### src/rtl/layer_pkg.sv
// rtl/layer_pkg.sv - shared layer geometry, pixel format and blitter state encoding
// Contents:
//   DEPTH/DATA_WIDTH/LWIDTH/LHEIGHT/AWIDTH/XWIDTH/YWIDTH : layer store geometry
//   pixel_t      : packed {r,g,b,a} VRAM word layout
//   pack_pixel   : struct -> VRAM word
//   unpack_pixel : VRAM word -> struct, for the display read path
//   blit_state_e : write-side blitter FSM states
package layer_pkg;

  localparam int DEPTH      = 4;
  localparam int DATA_WIDTH = 3 * DEPTH + 1;
  localparam int LWIDTH     = 160;
  localparam int LHEIGHT    = 120;
  localparam int AWIDTH     = 15;
  localparam int XWIDTH     = $clog2(LWIDTH);
  localparam int YWIDTH     = $clog2(LHEIGHT);

  typedef struct packed {
    logic [DEPTH-1:0] r;
    logic [DEPTH-1:0] g;
    logic [DEPTH-1:0] b;
    logic             a;
  } pixel_t;

  typedef enum logic [1:0] {
    ST_IDLE,
    ST_SETUP,
    ST_FILL,
    ST_DONE
  } blit_state_e;

  function automatic logic [DATA_WIDTH-1:0] pack_pixel(input pixel_t p);
    return {p.r, p.g, p.b, p.a};
  endfunction

  function automatic pixel_t unpack_pixel(input logic [DATA_WIDTH-1:0] d);
    return pixel_t'(d);
  endfunction

endpackage

### src/rtl/rect_clip.sv
// rtl/rect_clip.sv - combinational rectangle clipping against the layer bounds
// Ports:
//   x0_i, y0_i    : rectangle top-left corner
//   w_i, h_i      : rectangle size in pixels
//   x_end_o       : exclusive right bound, min(x0+w, LWIDTH)
//   y_end_o       : exclusive bottom bound, min(y0+h, LHEIGHT)
//   empty_o       : nothing of the rectangle lies inside the layer
module rect_clip
  import layer_pkg::*;
(
  input  logic [XWIDTH-1:0] x0_i,
  input  logic [YWIDTH-1:0] y0_i,
  input  logic [XWIDTH:0]   w_i,
  input  logic [YWIDTH:0]   h_i,
  output logic [XWIDTH+1:0] x_end_o,
  output logic [YWIDTH+1:0] y_end_o,
  output logic              empty_o
);

  localparam logic [XWIDTH+1:0] X_LIM = (XWIDTH+2)'(LWIDTH);
  localparam logic [YWIDTH+1:0] Y_LIM = (YWIDTH+2)'(LHEIGHT);

  logic [XWIDTH+1:0] x_sum;
  logic [YWIDTH+1:0] y_sum;

  // Two extra bits hold the largest possible x0+w / y0+h without wrapping.
  always_comb begin
    x_sum   = {2'b00, x0_i} + {1'b0, w_i};
    y_sum   = {2'b00, y0_i} + {1'b0, h_i};
    x_end_o = (x_sum > X_LIM) ? X_LIM : x_sum;
    y_end_o = (y_sum > Y_LIM) ? Y_LIM : y_sum;
    empty_o = (w_i == '0) || (h_i == '0) ||
              ({2'b00, x0_i} >= X_LIM) || ({2'b00, y0_i} >= Y_LIM);
  end

endmodule

### src/rtl/layer_blitter.sv
// rtl/layer_blitter.sv - fills a clipped rectangle of a layer VRAM with one colour
// Ports:
//   clk_i, rst_ni          : clock, asynchronous active-low reset
//   start_i                : command strobe, only accepted while idle
//   x0_i, y0_i, w_i, h_i   : rectangle (left, top, width, height)
//   r_i, g_i, b_i, a_i     : fill colour
//   wr_allow_i             : arbiter grant for a VRAM write this cycle
//   busy_o, done_o         : command in progress / one-cycle completion pulse
//   we_o, waddr_o, wdata_o : VRAM write port
module layer_blitter
  import layer_pkg::*;
(
  input  logic                  clk_i,
  input  logic                  rst_ni,
  input  logic                  start_i,
  input  logic [XWIDTH-1:0]     x0_i,
  input  logic [YWIDTH-1:0]     y0_i,
  input  logic [XWIDTH:0]       w_i,
  input  logic [YWIDTH:0]       h_i,
  input  logic [DEPTH-1:0]      r_i,
  input  logic [DEPTH-1:0]      g_i,
  input  logic [DEPTH-1:0]      b_i,
  input  logic                  a_i,
  input  logic                  wr_allow_i,
  output logic                  busy_o,
  output logic                  done_o,
  output logic                  we_o,
  output logic [AWIDTH-1:0]     waddr_o,
  output logic [DATA_WIDTH-1:0] wdata_o
);

  localparam logic [AWIDTH-1:0] ROW_STEP = AWIDTH'(LWIDTH);

  blit_state_e           state_q, state_d;
  logic [XWIDTH-1:0]     x0_q, x0_d;
  logic [YWIDTH-1:0]     y0_q, y0_d;
  logic [XWIDTH:0]       w_q, w_d;
  logic [YWIDTH:0]       h_q, h_d;
  logic [DATA_WIDTH-1:0] pix_q, pix_d;
  logic [XWIDTH+1:0]     x_end_q, x_end_d;
  logic [YWIDTH+1:0]     y_end_q, y_end_d;
  logic [XWIDTH-1:0]     x_cnt_q, x_cnt_d;
  logic [YWIDTH-1:0]     y_cnt_q, y_cnt_d;
  logic [AWIDTH-1:0]     row_base_q, row_base_d;

  logic [XWIDTH+1:0]     clip_x_end;
  logic [YWIDTH+1:0]     clip_y_end;
  logic                  clip_empty;
  logic                  x_at_end;
  logic                  y_at_end;
  logic                  we_c;
  pixel_t                pix_in;

  assign pix_in = '{r: r_i, g: g_i, b: b_i, a: a_i};

  // Clipping works from the latched command so it is stable through SETUP.
  rect_clip u_rect_clip (
    .x0_i    (x0_q),
    .y0_i    (y0_q),
    .w_i     (w_q),
    .h_i     (h_q),
    .x_end_o (clip_x_end),
    .y_end_o (clip_y_end),
    .empty_o (clip_empty)
  );

  // x_end/y_end are exclusive and at least x0+1/y0+1 once in FILL.
  assign x_at_end = ({2'b00, x_cnt_q} == (x_end_q - (XWIDTH+2)'(1)));
  assign y_at_end = ({2'b00, y_cnt_q} == (y_end_q - (YWIDTH+2)'(1)));

  always_ff @(posedge clk_i or negedge rst_ni) begin
    if (!rst_ni) begin
      state_q    <= ST_IDLE;
      x0_q       <= '0;
      y0_q       <= '0;
      w_q        <= '0;
      h_q        <= '0;
      pix_q      <= '0;
      x_end_q    <= '0;
      y_end_q    <= '0;
      x_cnt_q    <= '0;
      y_cnt_q    <= '0;
      row_base_q <= '0;
    end else begin
      state_q    <= state_d;
      x0_q       <= x0_d;
      y0_q       <= y0_d;
      w_q        <= w_d;
      h_q        <= h_d;
      pix_q      <= pix_d;
      x_end_q    <= x_end_d;
      y_end_q    <= y_end_d;
      x_cnt_q    <= x_cnt_d;
      y_cnt_q    <= y_cnt_d;
      row_base_q <= row_base_d;
    end
  end

  always_comb begin
    state_d    = state_q;
    x0_d       = x0_q;
    y0_d       = y0_q;
    w_d        = w_q;
    h_d        = h_q;
    pix_d      = pix_q;
    x_end_d    = x_end_q;
    y_end_d    = y_end_q;
    x_cnt_d    = x_cnt_q;
    y_cnt_d    = y_cnt_q;
    row_base_d = row_base_q;
    we_c       = 1'b0;

    case (state_q)
      ST_IDLE: begin
        if (start_i) begin
          x0_d    = x0_i;
          y0_d    = y0_i;
          w_d     = w_i;
          h_d     = h_i;
          pix_d   = pack_pixel(pix_in);
          state_d = ST_SETUP;
        end
      end

      ST_SETUP: begin
        x_end_d    = clip_x_end;
        y_end_d    = clip_y_end;
        row_base_d = AWIDTH'(y0_q) * ROW_STEP;
        x_cnt_d    = x0_q;
        y_cnt_d    = y0_q;
        state_d    = clip_empty ? ST_DONE : ST_FILL;
      end

      ST_FILL: begin
        // A denied cycle leaves every counter untouched, so the same
        // pixel is presented again on the next granted cycle.
        we_c = wr_allow_i;
        if (wr_allow_i) begin
          if (x_at_end) begin
            if (y_at_end) begin
              state_d = ST_DONE;
            end else begin
              x_cnt_d    = x0_q;
              y_cnt_d    = y_cnt_q + YWIDTH'(1);
              row_base_d = row_base_q + ROW_STEP;
            end
          end else begin
            x_cnt_d = x_cnt_q + XWIDTH'(1);
          end
        end
      end

      ST_DONE: begin
        state_d = ST_IDLE;
      end

      default: begin
        state_d = ST_IDLE;
      end
    endcase
  end

  assign busy_o  = (state_q != ST_IDLE);
  assign done_o  = (state_q == ST_DONE);
  assign we_o    = we_c;
  assign waddr_o = (state_q == ST_FILL) ? (row_base_q + AWIDTH'(x_cnt_q)) : '0;
  assign wdata_o = (state_q == ST_FILL) ? pix_q : '0;

endmodule
### config.mk
export PLATFORM = sky130hd
export DESIGN_NAME = layer_blitter
export DESIGN_NICKNAME = d
export VERILOG_FILES = /design/src/rtl/layer_pkg.sv /design/src/rtl/rect_clip.sv /design/src/rtl/layer_blitter.sv
export SDC_FILE = /design/constraint.sdc
export NUM_CORES = 1
export LEC_CHECK = 0
export ABC_AREA = 1
export CAP_MARGIN = 0
export CORE_MARGIN = 8
export CORE_UTILIZATION = 45
export CTS_CLUSTER_SIZE = 8
export DETAILED_ROUTE_END_ITERATION = 7
export GPL_ROUTABILITY_DRIVEN = 0
export PLACE_DENSITY = 0.67
export REMOVE_ABC_BUFFERS = 1
export SETUP_SLACK_MARGIN = 0.1
export SYNTH_ARGS = -nofsm -noshare
export SYNTH_HDL_FRONTEND = slang
export SYNTH_SLANG_ARGS = --single-unit
### constraint.sdc
create_clock -name clk_i -period 2.4 [get_ports clk_i]
set_clock_uncertainty 0.1 [all_clocks]
set_input_delay 0.48 -clock clk_i [delete_from_list [all_inputs] [get_ports clk_i]]
set_output_delay 0.48 -clock clk_i [all_outputs]
set_load 0.05 [all_outputs]
Word level (Yosys, flattened, before mapping)
Cells that the tools add are included.
{ "classes": {"n_addsub": 8, "mul": 1, "order_cmp": 4, "n_eq_ne": 11, "n_mux": 23, "n_reduce_logical": 12} }
{ "op_table": {"columns": ["op", "n"], "rows": [
  ["2-to-1 mux 15 bit", 4],
  ["case mux 15 bit (2 select lines)", 1],
  ["2-to-1 mux 8 bit", 3],
  ["2-to-1 mux 7 bit", 3],
  ["case mux 8 bit (2 select lines)", 1],
  ["adder 15 x 8 -> 15 bit", 1],
  ["adder 15 x 8 -> 15 bit, second input constant", 1],
  ["case mux 7 bit (2 select lines)", 1],
  ["2-to-1 mux 13 bit", 1],
  ["adder 8 x 9 -> 10 bit", 1],
  ["equality test 8 x 10 -> 1 bit", 1],
  ["greater-than comparator 10 x 8 -> 1 bit, second input constant", 1],
  ["multiplier 7 x 3 -> 10 bit, second input constant", 1],
  ["2-to-1 mux 10 bit", 1],
  ["!= test 2 bit, second input constant", 5],
  ["subtractor 10 x 1 -> 10 bit, second input constant", 1],
  ["adder 7 x 8 -> 9 bit", 1],
  ["equality test 7 x 9 -> 1 bit", 1],
  ["greater-than comparator 9 x 7 -> 1 bit, second input constant", 1],
  ["zero test 9 bit", 1],
  ["2-to-1 mux 9 bit", 1],
  ["subtractor 9 x 1 -> 9 bit, second input constant", 1],
  ["adder 8 x 1 -> 8 bit, second input constant", 1],
  [">= comparator 8 bit, second input constant", 1],
  ["other kinds (15)", 24]
]} }
{ "totals": {"register_bits": 96, "in_bits": 49, "out_inout_bits": 31, "word_cells": 70} }

Logic depth before layout (Yosys ltp)
{ "depth": {"ltp_word": 6, "mapped_depth": 17, "depth_no_buf": 16} }

Modules after synthesis
Synthesis repeated with hierarchy kept, for this count alone.
{ "unflattened": {"hier_cells": 900, "area_unflattened_um2": 6655.1} }
{ "by_module_without_submodules": {"columns": ["module", "n_inst", "cells_per_inst", "area_per_inst_um2", "seq_area_each_um2"], "rows": [
  ["layer_blitter", 1, 707, 5582.9, 2277.2],
  ["rect_clip", 1, 193, 1072.3, 0.0]
]} }

Least setup slack after synthesis
OpenSTA, ideal clock, no wires.
{ "synth_timing": {"path_type": "reg2out", "startpoint": "reg row_base_q[6]", "endpoint": "out waddr_o[13]", "t_arrival_ps": 2387, "required_ps": 1820, "path_slack_ps": -567, "path_stages_with_launch": 11, "path_buffers": 0, "cell_sequence": "dfrtp_1 > ha_1 > a21o_1 > nand2_1 > nand2_1 > nand2_1 > nor2_1 > nand2_1 > inv_1 > nor2_1 > nor3_1"} }
{ "synth_via": {"elab_chain_cells": 2} }
{ "synth_lines": {"columns": ["item", "line_no", "text"], "rows": [
  ["start, declared", "layer_blitter.sv:44", "logic [AWIDTH-1:0] row_base_q, row_base_d;"],
  ["start signal, assigned", "layer_blitter.sv:95", "row_base_q <= row_base_d;"],
  ["adder 15 x 8 -> 15 bit", "layer_blitter.sv:166", "assign waddr_o = (state_q == ST_FILL) ? (row_base_q + AWIDTH'(x_cnt_q)) : '0;"],
  ["2-to-1 mux 15 bit", "layer_blitter.sv:166", null],
  ["end, declared", "layer_blitter.sv:28", "output logic [AWIDTH-1:0] waddr_o,"]
]} }
No other way between the ends.

Final worst setup path
{ "layout_timing": {"startpoint": "reg x_cnt_q[6]", "endpoint": "out waddr_o[12]"} }
{ "layout_via": {"elab_chain_cells": 2} }
{ "layout_lines": {"columns": ["item", "line_no", "text"], "rows": [
  ["start, declared", "layer_blitter.sv:42", "logic [XWIDTH-1:0] x_cnt_q, x_cnt_d;"],
  ["start signal, assigned", "layer_blitter.sv:93", "x_cnt_q <= x_cnt_d;"],
  ["adder 15 x 8 -> 15 bit", "layer_blitter.sv:166", null],
  ["2-to-1 mux 15 bit", "layer_blitter.sv:166", null]
]} }
No other way between the ends.

==> results.cfg <==
[worst_setup_path]
worstPathRequired_ns = 1.82
crit_arrival_ns = 2.13
crit_type = register to output pin
cp_max_fo = 3
endpoint_kind = output pin
start_kind = register

[sta]
slew_violations = 0
slew_headroom_pct = 69.0
worst_slew_pin_slew_ns = 0.461
fin_hold_ws_ns = 0.398
hold_viol_final = 0
worst_slack_ns = -0.305
fin_crit_sh_pct = 113
setup_viol = 8
rsz0062_at_grt = yes
period_minus_slack_ns = 2.71
max_freq_ghz = 0.370

[clock_tree]
clk_pin_slew_ns = 0.07
clockBufferDepth = 2
cts-root-buf = clkbuf_16
clock_latency_ns = 0.35
cts_tree = done
htreeDepth = 3
clock-sinks = 91
cts_inserted_buffers = 9

[grt]
use_met2_pct = 28.9
overflow = 0
grt_pass1_vias = 5532
grtUsageMet3_pct = 4.34
grt_use_total_pct = 18.0
met1_usage_pct = 22.6
grt_max_degree = 56
busiest_layer = met2
grt_antenna_before_repair = 0
grt_pass1_wl_um = 26400

[pwr]
p_per_area_nw_per_um2 = 1600
seqPwrFrac_pct = 21.9
power_switching_mw = 6.57
p_int_mw = 7.15
leakagePower_nw = 4.21
power.total_mw = 13.7
p_clk_share_pct = 10.9
ir_worst_vdd_mv = 0.738
p_comb_share_pct = 67.2
switching_share_pct = 47.9

[routing]
avgRoutedWirePerCell_um = 14.4
via_count = 5782
post_drt_via_cell_ratio = 5.13
initialDrtViolationCount = 382
drt-total-wl_um = 16200
dr.pass1.iters = 6
antenna_left = 0
drc = 0

[yosys]
ys.flop_type = dfrtp_1
ys_seq_area_share_pct = 36.4
async_flop_share_pct = 100
yosys.area.top_type = dfrtp_1
synth-edff-count = 0
synth.distinct_cells = 39
synthCells = 820
yosys_warnings = 0
syn_area_per_cell_sq_um = 7.62
synth_area_leaders = dfrtp_1 (36%), nand2_1 (14%), ha_1 (7.6%)
yosysTopAreaCellShare_pct = 36.4
ys_ff_latch = 91
syn_area_sq_um = 6250

[placed_design]
io_buffers = 79
place_hpwl_um = 11500
dpl_cell_area_sq_um = 7670
placed_cells = 1083

[run]
cap_viol_max_count = 0

[floorplan]
rows = 43
dieWidth_um = 134
core_sq_um = 13700
start_util_pct = 45.6
ioPinCount = 80
die_height_um = 134
die_area_sq_um = 17900

[final_layout]
fin_cells = 1127
nNetsFinal = 1032
fin_area_sq_um = 8590
post-route-util_pct = 62.6
synthToLayoutAreaGrowth_pct = 37.5
layout-drive-gt1-share_pct = 23.7
antenna_cells = 0

[status]
outcome = finished, violations left
violations = setup timing

[hold_path]
hold_class = register to register
==> what timing repair did <==
action	4_1_cts	5_1_grt
setup endpoints to repair	32	53
hold buffers	1	0
gates resized for setup	36	62
endpoints found under the hold margin	16	0
pin swaps	9	29
setup buffers	8	17
gates cloned	0	2
==> registers in the layout (all words and copies together), names as in the netlist <==
name	flops
x0_q	8
y_cnt_q	7
pix_q	13
row_base_q	10
x_cnt_q	8
state_q	2
w_q	9
x_end_q	10
h_q	8
y0_q	7
y_end_q	9
==> power groups by stage <==
stage          Clock (mW)  Combinational (mW)  Sequential, mW
6_report             1.49                9.22            3.01
3_3_place_gp            0                7.88            2.95
4_1_cts              1.52                8.38            2.97
3_5_place_dp            0                8.03            2.97
5_1_grt              1.58                10.2            3.11
2_1_floorplan           0                5.64            2.80
==> area by class of cell <==
cell class / instances / area [sq um]
multi-input cells: 612 / 3800
flip-flops and latches: 91 / 2280
repair buffers: 133 / 1610
fillers: 1216 / 5130
inverters: 95 / 368
clock buffers: 12 / 267
well taps: 180 / 225
clock inverters: 4 / 47.5
==> placed cells by master (no fill, tap or decap), types with 5 or more instances in the layout <==
master           count
xnor2_1             13
xor2_1              20
nor2_2               9
clkbuf_16           10
nand3b_1             7
a21oi_1             24
nand4_1             10
o21ai_0             22
nand2_2             20
inv_1               83
inv_2                8
buf_4               40
clkdlybuf4s50_1     47
buf_12              32
mux2_2              37
nand2_1            214
nand2_4              5
o21ai_1              8
nor3_1               8
ha_1                32
buf_6               10
dfrtp_1             89
nand3_2              6
nor2_1              63
nand3_1             68
==> logic make-up (layout without fill, tap and decap cells) <==
kind of cell	Yosys count	count (layout)	share of synthesized area, %
buffers and inverters	118	244	7.67
multiplexers	37	37	6.67
XOR/XNOR	35	35	4.90
adder cells (fa/ha/maj)	41	41	8.57
AND/OR/NAND/NOR	425	426	29.2
AO/OA/AOI/OAI	73	73	6.53
flip-flops	91	91	36.4
==> layer usage <==
layer / up-vias / routed length [um] / part of all wire, %
met2: 156 / 7730 / 48
met4: 0 / 344 / 2.1
met3: 25 / 912 / 5.6
met1: 2701 / 7210 / 44
li1: 2900 / - / -
met5: - / 0 / 0
==> worst paths after layout <==
| check | from | to | slack (ns) | cells after the start |
|---|---|---|---|---|
| min in group asynchronous | rst_ni | w_q[8] | 0.45 | 2 |
| min reg2reg | y_end_q[8] | y_end_q[8] | 0.40 | 2 |
| max | x_cnt_q[6] | waddr_o[12] | -0.31 | 11 |
| max in group asynchronous | rst_ni | y0_q[0] | 1.16 | 3 |
| min | y_end_q[8] | y_end_q[8] | 0.40 | 2 |
| max reg2reg | x_end_q[1] | y_cnt_q[4] | 0.19 | 14 |
==> per-stage QoR <==
step,setup TNS (ns),setup slack (ns)
6_report,-1.85,-0.305
5_1_grt,-2.60,-0.391
4_1_cts,-1.25,-0.266
3_5_place_dp,-0.0809,-0.0460
3_3_place_gp,-0.0107,-0.0107
2_1_floorplan,-19.08,-1.30
==> worst max-delay path, cell delays in order, from the launching register on <==
cell	delay (ns)
dfrtp_1	0.42
ha_4	0.26
a21o_1	0.20
nand2_2	0.10
nand2_4	0.06
nand2_4	0.08
nor2_4	0.04
nand2_2	0.09
inv_2	0.05
buf_4	0.13
nor3_4	0.19
buf_12	0.16
==> Yosys cell counts, types with 2 or more instances <==
cell type and n:
xnor2_1 13, nand3_1 72, nor2_2 3, buf_6 4, ha_1 38, clkbuf_1 15, dfrtp_1 91, o211ai_1 2
inv_1 90, nand3_2 4, nand2_1 234, mux2_2 37, nor3_1 13, inv_2 4, nand2_4 3, a31oi_1 2
xor2_1 22, nand2_2 3, nand4_1 10, o21ai_0 30, o22ai_1 2, or2_2 4, a21oi_1 28, a21o_1 2
buf_2 2, nand3b_1 7, fa_1 3, nor2_1 71
No activity file was read; power rests on OpenSTA's default activity.
